$ cat src/rtl/vga_sync_gen.sv
// VGA raster timing generator (640x480@60 Hz by default) running from a
// 50 MHz clock with an internal 25 MHz pixel-enable tick.
// Optional feature: define VGA_FRAME_TICK_EN to add the frame_tick output,
// a one-clk pulse at the start of vertical blanking.
module vga_sync_gen #(
  parameter int unsigned H_DISPLAY = 640,
  parameter int unsigned H_FP      = 16,
  parameter int unsigned H_SYNC    = 96,
  parameter int unsigned H_BP      = 48,
  parameter int unsigned V_DISPLAY = 480,
  parameter int unsigned V_FP      = 10,
  parameter int unsigned V_SYNC    = 2,
  parameter int unsigned V_BP      = 33
) (
  input  logic       clk,
  input  logic       reset_clk,
  output logic       pixel_tick,
  output logic       hsync,
  output logic       vsync,
  output logic       video_on,
  output logic [9:0] pixel_x,
  output logic [9:0] pixel_y
`ifdef VGA_FRAME_TICK_EN
  ,
  output logic       frame_tick
`endif
);

  localparam int unsigned H_TOTAL = H_DISPLAY + H_FP + H_SYNC + H_BP;
  localparam int unsigned V_TOTAL = V_DISPLAY + V_FP + V_SYNC + V_BP;

  localparam logic [9:0] H_LAST   = 10'(H_TOTAL - 1);
  localparam logic [9:0] V_LAST   = 10'(V_TOTAL - 1);
  localparam logic [9:0] H_VIS    = 10'(H_DISPLAY);
  localparam logic [9:0] V_VIS    = 10'(V_DISPLAY);
  localparam logic [9:0] HS_FIRST = 10'(H_DISPLAY + H_FP);
  localparam logic [9:0] HS_LAST  = 10'(H_DISPLAY + H_FP + H_SYNC - 1);
  localparam logic [9:0] VS_FIRST = 10'(V_DISPLAY + V_FP);
  localparam logic [9:0] VS_LAST  = 10'(V_DISPLAY + V_FP + V_SYNC - 1);

  logic [9:0] x_next;
  logic [9:0] y_next;
  logic       hsync_next;
  logic       vsync_next;
  logic       video_on_next;

  // Next raster position: advance only on pixel-tick edges, wrapping x then y.
  always_comb begin
    x_next = pixel_x;
    y_next = pixel_y;
    if (pixel_tick) begin
      if (pixel_x == H_LAST) begin
        x_next = '0;
        if (pixel_y == V_LAST) begin
          y_next = '0;
        end else begin
          y_next = pixel_y + 10'd1;
        end
      end else begin
        x_next = pixel_x + 10'd1;
      end
    end
  end

  // Decode syncs and visibility from the next position so that the
  // registered outputs line up exactly with the registered counters.
  always_comb begin
    hsync_next    = !((x_next >= HS_FIRST) && (x_next <= HS_LAST));
    vsync_next    = !((y_next >= VS_FIRST) && (y_next <= VS_LAST));
    video_on_next = (x_next < H_VIS) && (y_next < V_VIS);
  end

  // Tick, counters and decoded outputs all update on the same edge.
  always_ff @(posedge clk or negedge reset_clk) begin
    if (!reset_clk) begin
      pixel_tick <= 1'b0;
      pixel_x    <= '0;
      pixel_y    <= '0;
      hsync      <= 1'b1;
      vsync      <= 1'b1;
      video_on   <= 1'b0;
    end else begin
      pixel_tick <= ~pixel_tick;
      pixel_x    <= x_next;
      pixel_y    <= y_next;
      hsync      <= hsync_next;
      vsync      <= vsync_next;
      video_on   <= video_on_next;
    end
  end

`ifdef VGA_FRAME_TICK_EN
  // Pulse only on the edge where (0, V_DISPLAY) is entered; the pair is then
  // held for a second cycle with pixel_tick low, which must not re-fire.
  always_ff @(posedge clk or negedge reset_clk) begin
    if (!reset_clk) begin
      frame_tick <= 1'b0;
    end else begin
      frame_tick <= pixel_tick && (x_next == '0) && (y_next == V_VIS);
    end
  end
`endif

endmodule

$ cat config.mk
export PLATFORM = sky130hd
export DESIGN_NAME = vga_sync_gen
export DESIGN_NICKNAME = d
export VERILOG_FILES = /design/src/rtl/vga_sync_gen.sv
export SDC_FILE = /design/constraint.sdc
export NUM_CORES = 1
export LEC_CHECK = 0
export ABC_AREA = 0
export CORE_ASPECT_RATIO = 1.2
export CORE_UTILIZATION = 46
export DETAILED_ROUTE_END_ITERATION = 7
export PLACE_DENSITY = 0.74
export SLEW_MARGIN = 20
export SYNTH_ARGS = -nofsm -noshare
export SYNTH_HDL_FRONTEND = slang
export SYNTH_SLANG_ARGS = --single-unit
$ cat constraint.sdc
create_clock -name clk -period 2.15 [get_ports clk]
set_input_delay 0.5375 -clock clk [delete_from_list [all_inputs] [get_ports clk]]
set_output_delay 0.5375 -clock clk [all_outputs]
set_load 0.03 [all_outputs]
After elaboration in Yosys (flattened, before gate mapping)
Cells that the tools add are included.

operators by class
  add/sub/neg operators = 2
  magnitude comparators = 6
  equality and inequality tests = 2
  mux-type cells = 5
  bitwise operators = 1
  reduce and logical (&&, ||, !) cells = 5

operator list
  kind                                                                                   count
  10-bit 2-to-1 mux                                                                      5
  10-bit by 1-bit adder with 10-bit output (second input constant)                       2
  10-bit equality test (second input constant)                                           2
  10-bit greater-or-equal comparator (second input constant)                             1
  10-bit by 9-bit greater-or-equal comparator with 1-bit output (second input constant)  1
  10-bit less-or-equal comparator (second input constant)                                1
  10-bit by 9-bit less-or-equal comparator with 1-bit output (second input constant)     1
  10-bit less-than comparator (second input constant)                                    1
  10-bit by 9-bit less-than comparator with 1-bit output (second input constant)         1
  1-bit logical AND                                                                      3
  1-bit logical NOT                                                                      2
  1-bit inverter                                                                         1

storage, ports and cells
  bits in registers = 24
  input port bits = 2

Longest topological paths before layout
Gate-level depths: netlist of the first run.

  word-level depth = 7
  mapped depth = 7
  mapped depth without buffers = 7

Worst setup path after synthesis of the first run
No wires, ideal clock.

  path type = register to register
  start point = register pixel_x[0]
  end point = register video_on
  library setup time = 0.095 ns
  data arrival time = 2.174 ns
  data required time = 2.055 ns
  slack = -0.119 ns
  stages on the path, launching flop included = 8
  buffers on the path = 1
  period minus slack after synthesis = 2.269 ns
  path through = dfrtp_1 > ha_1 > or4b_4 > or3_1 > buf_2 > o21ai_1 > a32oi_1 > nor4b_2

on the way
  longest elaborated chain between the ends = 5
  elaborated cells between the ends (all ways) = 9
  classes of those cells = add/sub (1); order compare (2); eq/ne (1); mux (4); reduce/logical (1)

ends and longest elaborated chain
  element                                                                                                       line    text
  start, declared                                                                                               21      output logic [9:0] pixel_x,
  start signal, assigned                                                                                        84      pixel_x <= x_next;
  10-bit by 1-bit adder with 10-bit output / 10-bit equality test (equally long branches)                       60, 52
  10-bit 2-to-1 mux                                                                                             52      if (pixel_x == H_LAST) begin
  10-bit 2-to-1 mux                                                                                             51      if (pixel_tick) begin
  10-bit less-than comparator / 10-bit by 9-bit less-than comparator with 1-bit output (equally long branches)  70      video_on_next = (x_next < H_VIS) && (y_next < V_VIS);
  1-bit logical AND *                                                                                           70
  named net video_on_next                                                                                       45      logic video_on_next;
  end signal, assigned                                                                                          88      video_on <= video_on_next;
  end, declared                                                                                                 20      output logic video_on,

Mark *: on every way through the listed nets, which the timed path passes. The rest lies on a longest branch.

Final worst setup path of the first run
  start point = register pixel_x[0]
  end point = register video_on

on the way
  longest elaborated chain between the ends = 5
  elaborated cells between the ends (all ways) = 9
  classes of those cells = add/sub (1); order compare (2); eq/ne (1); mux (4); reduce/logical (1)

ends and longest elaborated chain
  element                                                 line  text
  10-bit equality test                                    52
  10-bit 2-to-1 mux                                       52
  10-bit 2-to-1 mux                                       51
  named net y_next[9]                                     42    logic [9:0] y_next;
  10-bit by 9-bit less-than comparator with 1-bit output  70
  1-bit logical AND                                       70
  named net video_on_next                                 45

The timed path passes the listed nets, and every way through them passes these cells.

==> impl_metrics.py, run 1 <==
metrics = {
    "clocking": {
        "cts_tree": "done",
        "htreeDepth": 1,
        "cts_buffers": 3,
        "cts_root_buf": "clkbuf_4",
        "insertion_delay_ns": 0.31,
        "clock_path_buffers": 2,
        "clkTransAtPathRegs_ns": 0.13,
        "clkSinkCount": 24,
        "post_cts_buffers": 0,
    },
    "floorplan": {
        "io_pins": 26,
        "die_width_um": 51.91,
        "die_area_sq_um": 3213,
        "rows": 21,
        "die_y_um": 61.89,
        "fp.coreArea_sq_um": 2811,
        "start_util_pct": 48.91,
    },
    "timing": {
        "rsz0062_at_grt": "true",
        "finalCritPeriodShare_pct": 97.56,
        "hold_viol": 0,
        "relSlewSlack_pct": 72.60,
        "hold-worst-slack_ns": 0.5607,
        "finalCriticalPeriod_ns": 2.097,
        "worst_pin_slew_ns": 0.4053,
        "fmax_ghz": 0.4768,
        "final-setup-viol-count": 0,
        "finalMaxSlewViolations": 0,
        "fin_skew_ns": 0.004777,
    },
    "run_status": {
        "outcome": "completed",
    },
    "yosys": {
        "synthFlopType": "dfrtp_1",
        "ys_top_cells_by_area": "dfrtp_1 40%, nand2_1 4.9%, xnor2_1 4.5%, dfstp_2 3.8%, mux2i_1 2.9%",
        "yosysTopAreaCell": "dfrtp_1",
        "async_reset_ff_share_pct": 100.0,
        "yosysSeqAreaShare_pct": 43.86,
        "synthMostInstantiatedCell": "dfrtp_1",
        "ys_types": 41,
        "ys.warnings.count": 0,
        "syn_inst": 146,
        "synth_area_sq_um": 1375,
        "synthTopCellsByCount": "22 x dfrtp_1, 18 x nand2_1, 8 x nand3_1, 8 x o21ai_0",
        "ys_seq_elements": 24,
        "synth_top_area_share_pct": 40.04,
        "synth_edf_count": 0,
        "avgSynthCellArea_sq_um": 9.418,
        "syn_nets": 151,
    },
    "routing": {
        "antenna_left": 0,
        "wl_per_cell_um": 14.08,
        "routed_wl_mm": 3.028,
        "route.detailed.drc": 0,
        "drt_iter0_drc": 31,
        "viasPerCell": 5.684,
        "num_vias": 1222,
        "dr.pass1.iters": 5,
    },
    "setup_path": {
        "start_kind": "flip-flop",
        "critPathCaptureType": "flip-flop",
        "worstSetupStartpoint": "pixel_x[0]",
        "max_stage_delay_ns": 0.50,
        "r2r_slack_ns": 0.05,
        "crit_buf_inv": 0,
        "regToRegStartpoint": "pixel_x[0]",
        "crit_type": "reg2reg",
        "cp_data_arrival_time_ns": 2.32,
        "crit_family": "simple AND/OR/NAND/NOR gates",
        "worstPathCellList": "ha_4 > or4b_4 > nor3_2 > o21ai_0 > a22o_1 > nor4b_2",
        "r2r-end": "video_on",
        "critPathMaxFanout": 5,
        "critPathSlowestCell": "or4b_4",
        "cp.depth": 6,
        "required_ns": 2.38,
        "reg2regPathDepth": 6,
    },
    "hold_path": {
        "min_path_type": "in2async",
    },
    "power_and_ir_drop": {
        "irDropWorstVdd_v": 0.0002761,
        "leakagePower_uw": 0.0007445,
        "finalPower_uw": 671.0,
        "power_density_nw_per_um2": 373.2,
    },
    "final_layout": {
        "final_cells": 215,
        "regArea_sq_um": 605.6,
        "diodes": 0,
        "fin_util_pct": 63.95,
        "nets": 187,
        "multiInputGateArea_sq_um": 757.0,
        "layout-drive-gt1-share_pct": 16.57,
        "synthToLayoutAreaGrowth_pct": 30.75,
        "n_fill_cell": 230,
    },
    "job": {
        "drv_cap": 0,
    },
    "global_routing": {
        "antenna_found_initial": 0,
        "grt_max_degree": 25,
        "grt_pass1_wl_mm": 5.154,
        "grtUsageTotal_pct": 21.62,
        "gr-total-overflow": 0,
        "first_global_vias": 1123,
    },
    "placement": {
        "place_hpwl_mm": 2.171,
        "place_congestion": 0.8191,
        "port_buffers": 25,
        "post-place-cells": 211,
    },
}
[registers in the layout (all words and copies together), names as in the netlist]
name	cells
pixel_x	10
pixel_y	10
hsync	1
pixel_tick	1
video_on	1
vsync	1
[cell type report]
cell class	instances	share of cell area, %
clock buffers	4	1.461
inverters	4	0.8351
multi-input cells	111	42.10
flip-flops and latches	24	33.68
well taps	34	2.366
repair buffers	38	19.55
[worst max path at each step]
stage               endpoint  slack (ns)
CTS                 video_on        0.02
global placement    video_on        0.08
finish              video_on        0.05
detailed placement  video_on       -0.05
floorplan           video_on        0.02
global route           vsync       -0.08
[timing repair]
| item | 4_1_cts | 5_1_grt |
|---|---|---|
| gates resized for setup | 3 | 4 |
| hold buffers | 0 | 0 |
| endpoints found under the setup margin | 2 | 4 |
| pin swaps | 0 | 0 |
[routing by layer]
layer | global-route usage [%] | vias up | routed length (um)
li1 | - | 602 | -
met1 | 28.48 | 578 | 1356
met2 | 36.26 | 37 | 1497
met3 | 3.650 | 5 | 138
met4 | 6.950 | 0 | 36
met5 | 0 | - | 0
[kinds of logic after synthesis]
logic type                 share of synthesized area, %
muxes                                             2.912
DFF                                               43.86
adders and majority gates                         2.730
buffers and inverters                             3.275
and+or+nand+nor                                   29.12
AOI/OAI and AO/OA                                 12.38
xor gates and xnor gates                          5.733
[metrics by stage]
stage | setup TNS, ns | instance area (sq um) | setup slack [ns]
floorplan | 0 | 1390 | 0.01810
global placement | 0 | 1750 | 0.08153
detailed placement | -0.05208 | 1750 | -0.05208
CTS | 0 | 1787 | 0.02060
global route | -0.1585 | 1798 | -0.07985
finish | 0 | 1798 | 0.05250
[power by group]
group          internal (uW)  total [uW]  switching, uW
Sequential               452         452              0
Clock                   72.4         208            136
Combinational           2.78        11.4           8.57
Total                    527         671            144
[layout by cell type (no fill, tap or decap), types with 2 or more instances in the layout]
| cell type | n |
|---|---|
| a21oi_1 | 4 |
| and3_1 | 2 |
| buf_4 | 13 |
| clkbuf_4 | 3 |
| clkdlybuf4s50_1 | 22 |
| dfrtp_1 | 20 |
| dfrtp_2 | 2 |
| dfstp_2 | 2 |
| dlymetal6s2s_1 | 2 |
| ha_1 | 2 |
| inv_1 | 4 |
| mux2i_1 | 4 |
| nand2_1 | 18 |
| nand3_1 | 8 |
| nand4_1 | 6 |
| nand4b_1 | 3 |
| nor2_1 | 4 |
| nor2b_1 | 3 |
| nor3_1 | 6 |
| nor4b_1 | 2 |
| nor4b_2 | 2 |
| o21a_1 | 2 |
| o21ai_0 | 8 |
| o21ai_1 | 2 |
| o21bai_1 | 2 |
| o31ai_1 | 3 |
| or2_2 | 2 |
| xnor2_1 | 7 |
| xor2_1 | 2 |
Note: power is estimated with default switching activity, not from simulation.
==> run 2: changes to the inputs <==
Settings changed: CELL_PAD_IN_SITES_DETAIL_PLACEMENT set to 1, CELL_PAD_IN_SITES_GLOBAL_PLACEMENT set to 1, CORE_UTILIZATION 46 to 35.
Clock period 2.15 ns to 1.75 ns, I/O delays scaled along.
==> impl_metrics.py, run 2 (synthesized netlist as in run 1, its figures left out) <==
metrics = {
    "setup_path": {
        "critPathCaptureType": "flip-flop",
        "worstSetupStartpoint": "pixel_x[1]",
        "start_kind": "flip-flop",
        "max_stage_delay_ns": 0.51,
        "critPathMaxFanout": 5,
        "regToRegStartpoint": "pixel_x[1]",
        "critPathSlowestCell": "or4b_4",
        "required_ns": 1.93,
        "crit_type": "reg2reg",
        "cp_data_arrival_time_ns": 2.31,
        "worstPathCellList": "ha_4 > or4b_4 > or3_4 > o21ai_1 > a32oi_2 > nor4b_2",
    },
    "floorplan": {
        "rows": 24,
        "die_area_sq_um": 4184,
        "die_width_um": 59.22,
        "die_y_um": 70.66,
        "start_util_pct": 37.23,
        "io_pins": 26,
        "fp.coreArea_sq_um": 3694,
    },
    "global_routing": {
        "grtUsageTotal_pct": 23.97,
        "antenna_found_initial": 0,
        "grt_max_degree": 25,
        "grt_pass1_wl_mm": 7.596,
        "first_global_vias": 1572,
        "gr-total-overflow": 0,
    },
    "clocking": {
        "clkSinkCount": 24,
        "insertion_delay_ns": 0.27,
        "htreeDepth": 1,
        "clock_path_buffers": 2,
        "cts_buffers": 3,
        "hold_buffers": 0,
        "cts_root_buf": "clkbuf_8",
        "clkTransAtPathRegs_ns": 0.09,
        "cts_tree": "done",
    },
    "timing": {
        "finalMaxSlewViolations": 0,
        "setup_tns_ns": -3.350,
        "finalCritPeriodShare_pct": 121.6,
        "fmax_ghz": 0.4701,
        "worst_pin_slew_ns": 0.4330,
        "fin_skew_ns": 0.002973,
        "layout_setup_ws_ns": -0.3774,
        "rsz0062_at_grt": "true",
        "hold_viol": 0,
        "final-setup-viol-count": 15,
        "finalCriticalPeriod_ns": 2.127,
        "relSlewSlack_pct": 70.89,
    },
    "run_status": {
        "outcome": "finished, violations left",
        "violations": "setup timing",
    },
    "placement": {
        "post-place-cells": 257,
        "port_buffers": 25,
        "place_hpwl_mm": 3.344,
        "place_congestion": 0.9174,
    },
    "final_layout": {
        "layout-drive-gt1-share_pct": 39.53,
        "nets": 221,
        "final_cells": 267,
        "layout_common_cells": "38 x buf_4, 22 x dlygate4sd2_1, 20 x dfrtp_1",
        "largestRegisters": "pixel_x x10, pixel_y x10",
        "diodes": 0,
        "synthToLayoutAreaGrowth_pct": 63.60,
        "layout_commonest_cell": "buf_4",
        "fin_util_pct": 60.91,
    },
    "power_and_ir_drop": {
        "finalPower_uw": 918.9,
        "power_density_nw_per_um2": 408.5,
        "irDropWorstVdd_v": 0.0003515,
        "leakagePower_uw": 0.001047,
    },
    "job": {
        "drv_cap": 0,
    },
    "routing": {
        "antenna_left": 0,
        "route.detailed.drc": 0,
        "num_vias": 1453,
        "drt_iter0_drc": 56,
        "wl_per_cell_um": 18.01,
        "routed_wl_mm": 4.810,
        "drt-met1-wl_mm": 1.880,
        "viasPerCell": 5.442,
        "route.met3.wl_um": 110,
        "route.met2.wl_mm": 2.703,
        "routed.top_layer": "met4",
        "dr.pass1.iters": 4,
    },
    "hold_path": {
        "min_path_type": "in2async",
    },
}
[run 2: path summary, 6_finish.rpt]
path | endpoint | slack, ns | cells after the start
worst max-delay path | video_on | -0.38 | 6
worst min-delay path | pixel_y[0] | 0.52 | 2
worst max register to register | video_on | -0.38 | 6
worst min register to register | pixel_tick | 0.55 | 2
max in group asynchronous | hsync | 0.93 | 2
min in group clk | pixel_tick | 0.55 | 2
[run 2: where the power goes]
group	total, uW	internal [uW]	switching (uW)
logic	14.5	3.42	11.0
registers	554	554	0
clock network	350	163	187
[run 2: layer usage]
metal / global-route usage [%] / up-vias
met5: 0 / -
met4: 8.995 / 0
met3: 3.473 / 12
met2: 45.32 / 35
met1: 25.88 / 738
li1: - / 668
[run 2: cell type report]
class,instances,area (sq um)
clock buffers,4,45.04
fillers,429,1444
inverters,4,15.01
multi-input cells,111,897.1
flip-flops and latches,24,605.6
well taps,52,65.06
repair buffers,72,621.8
[run 2: through the flow]
step	setup WS [ns]	area [sq um]	hold slack (ns)
finish	-0.3774	2250	0.5239
global route	-0.4531	2250	0.5520
CTS	-0.3275	2153	0.5397
detailed placement	-0.4592	1996	0.5531
global placement	-0.3141	1996	0.5331
floorplan	-0.3736	1390	0.1419
[run 2: repair_timing]
action / 4_1_cts / 5_1_grt
gates resized for setup: 46 / 22
pin swaps: 9 / 11
cloned: 0 / 0
setup endpoints to repair: 38 / 16
setup buffers: 3 / 3
[run 2: critical path, delay by kind of cell (launching register included)]
| family | cells | cell delay (ns) |
|---|---|---|
| fa+ha+maj | 1 | 0.13 |
| simple gates | 3 | 1.17 |
| compound gates | 2 | 0.34 |
| flops | 1 | 0.40 |
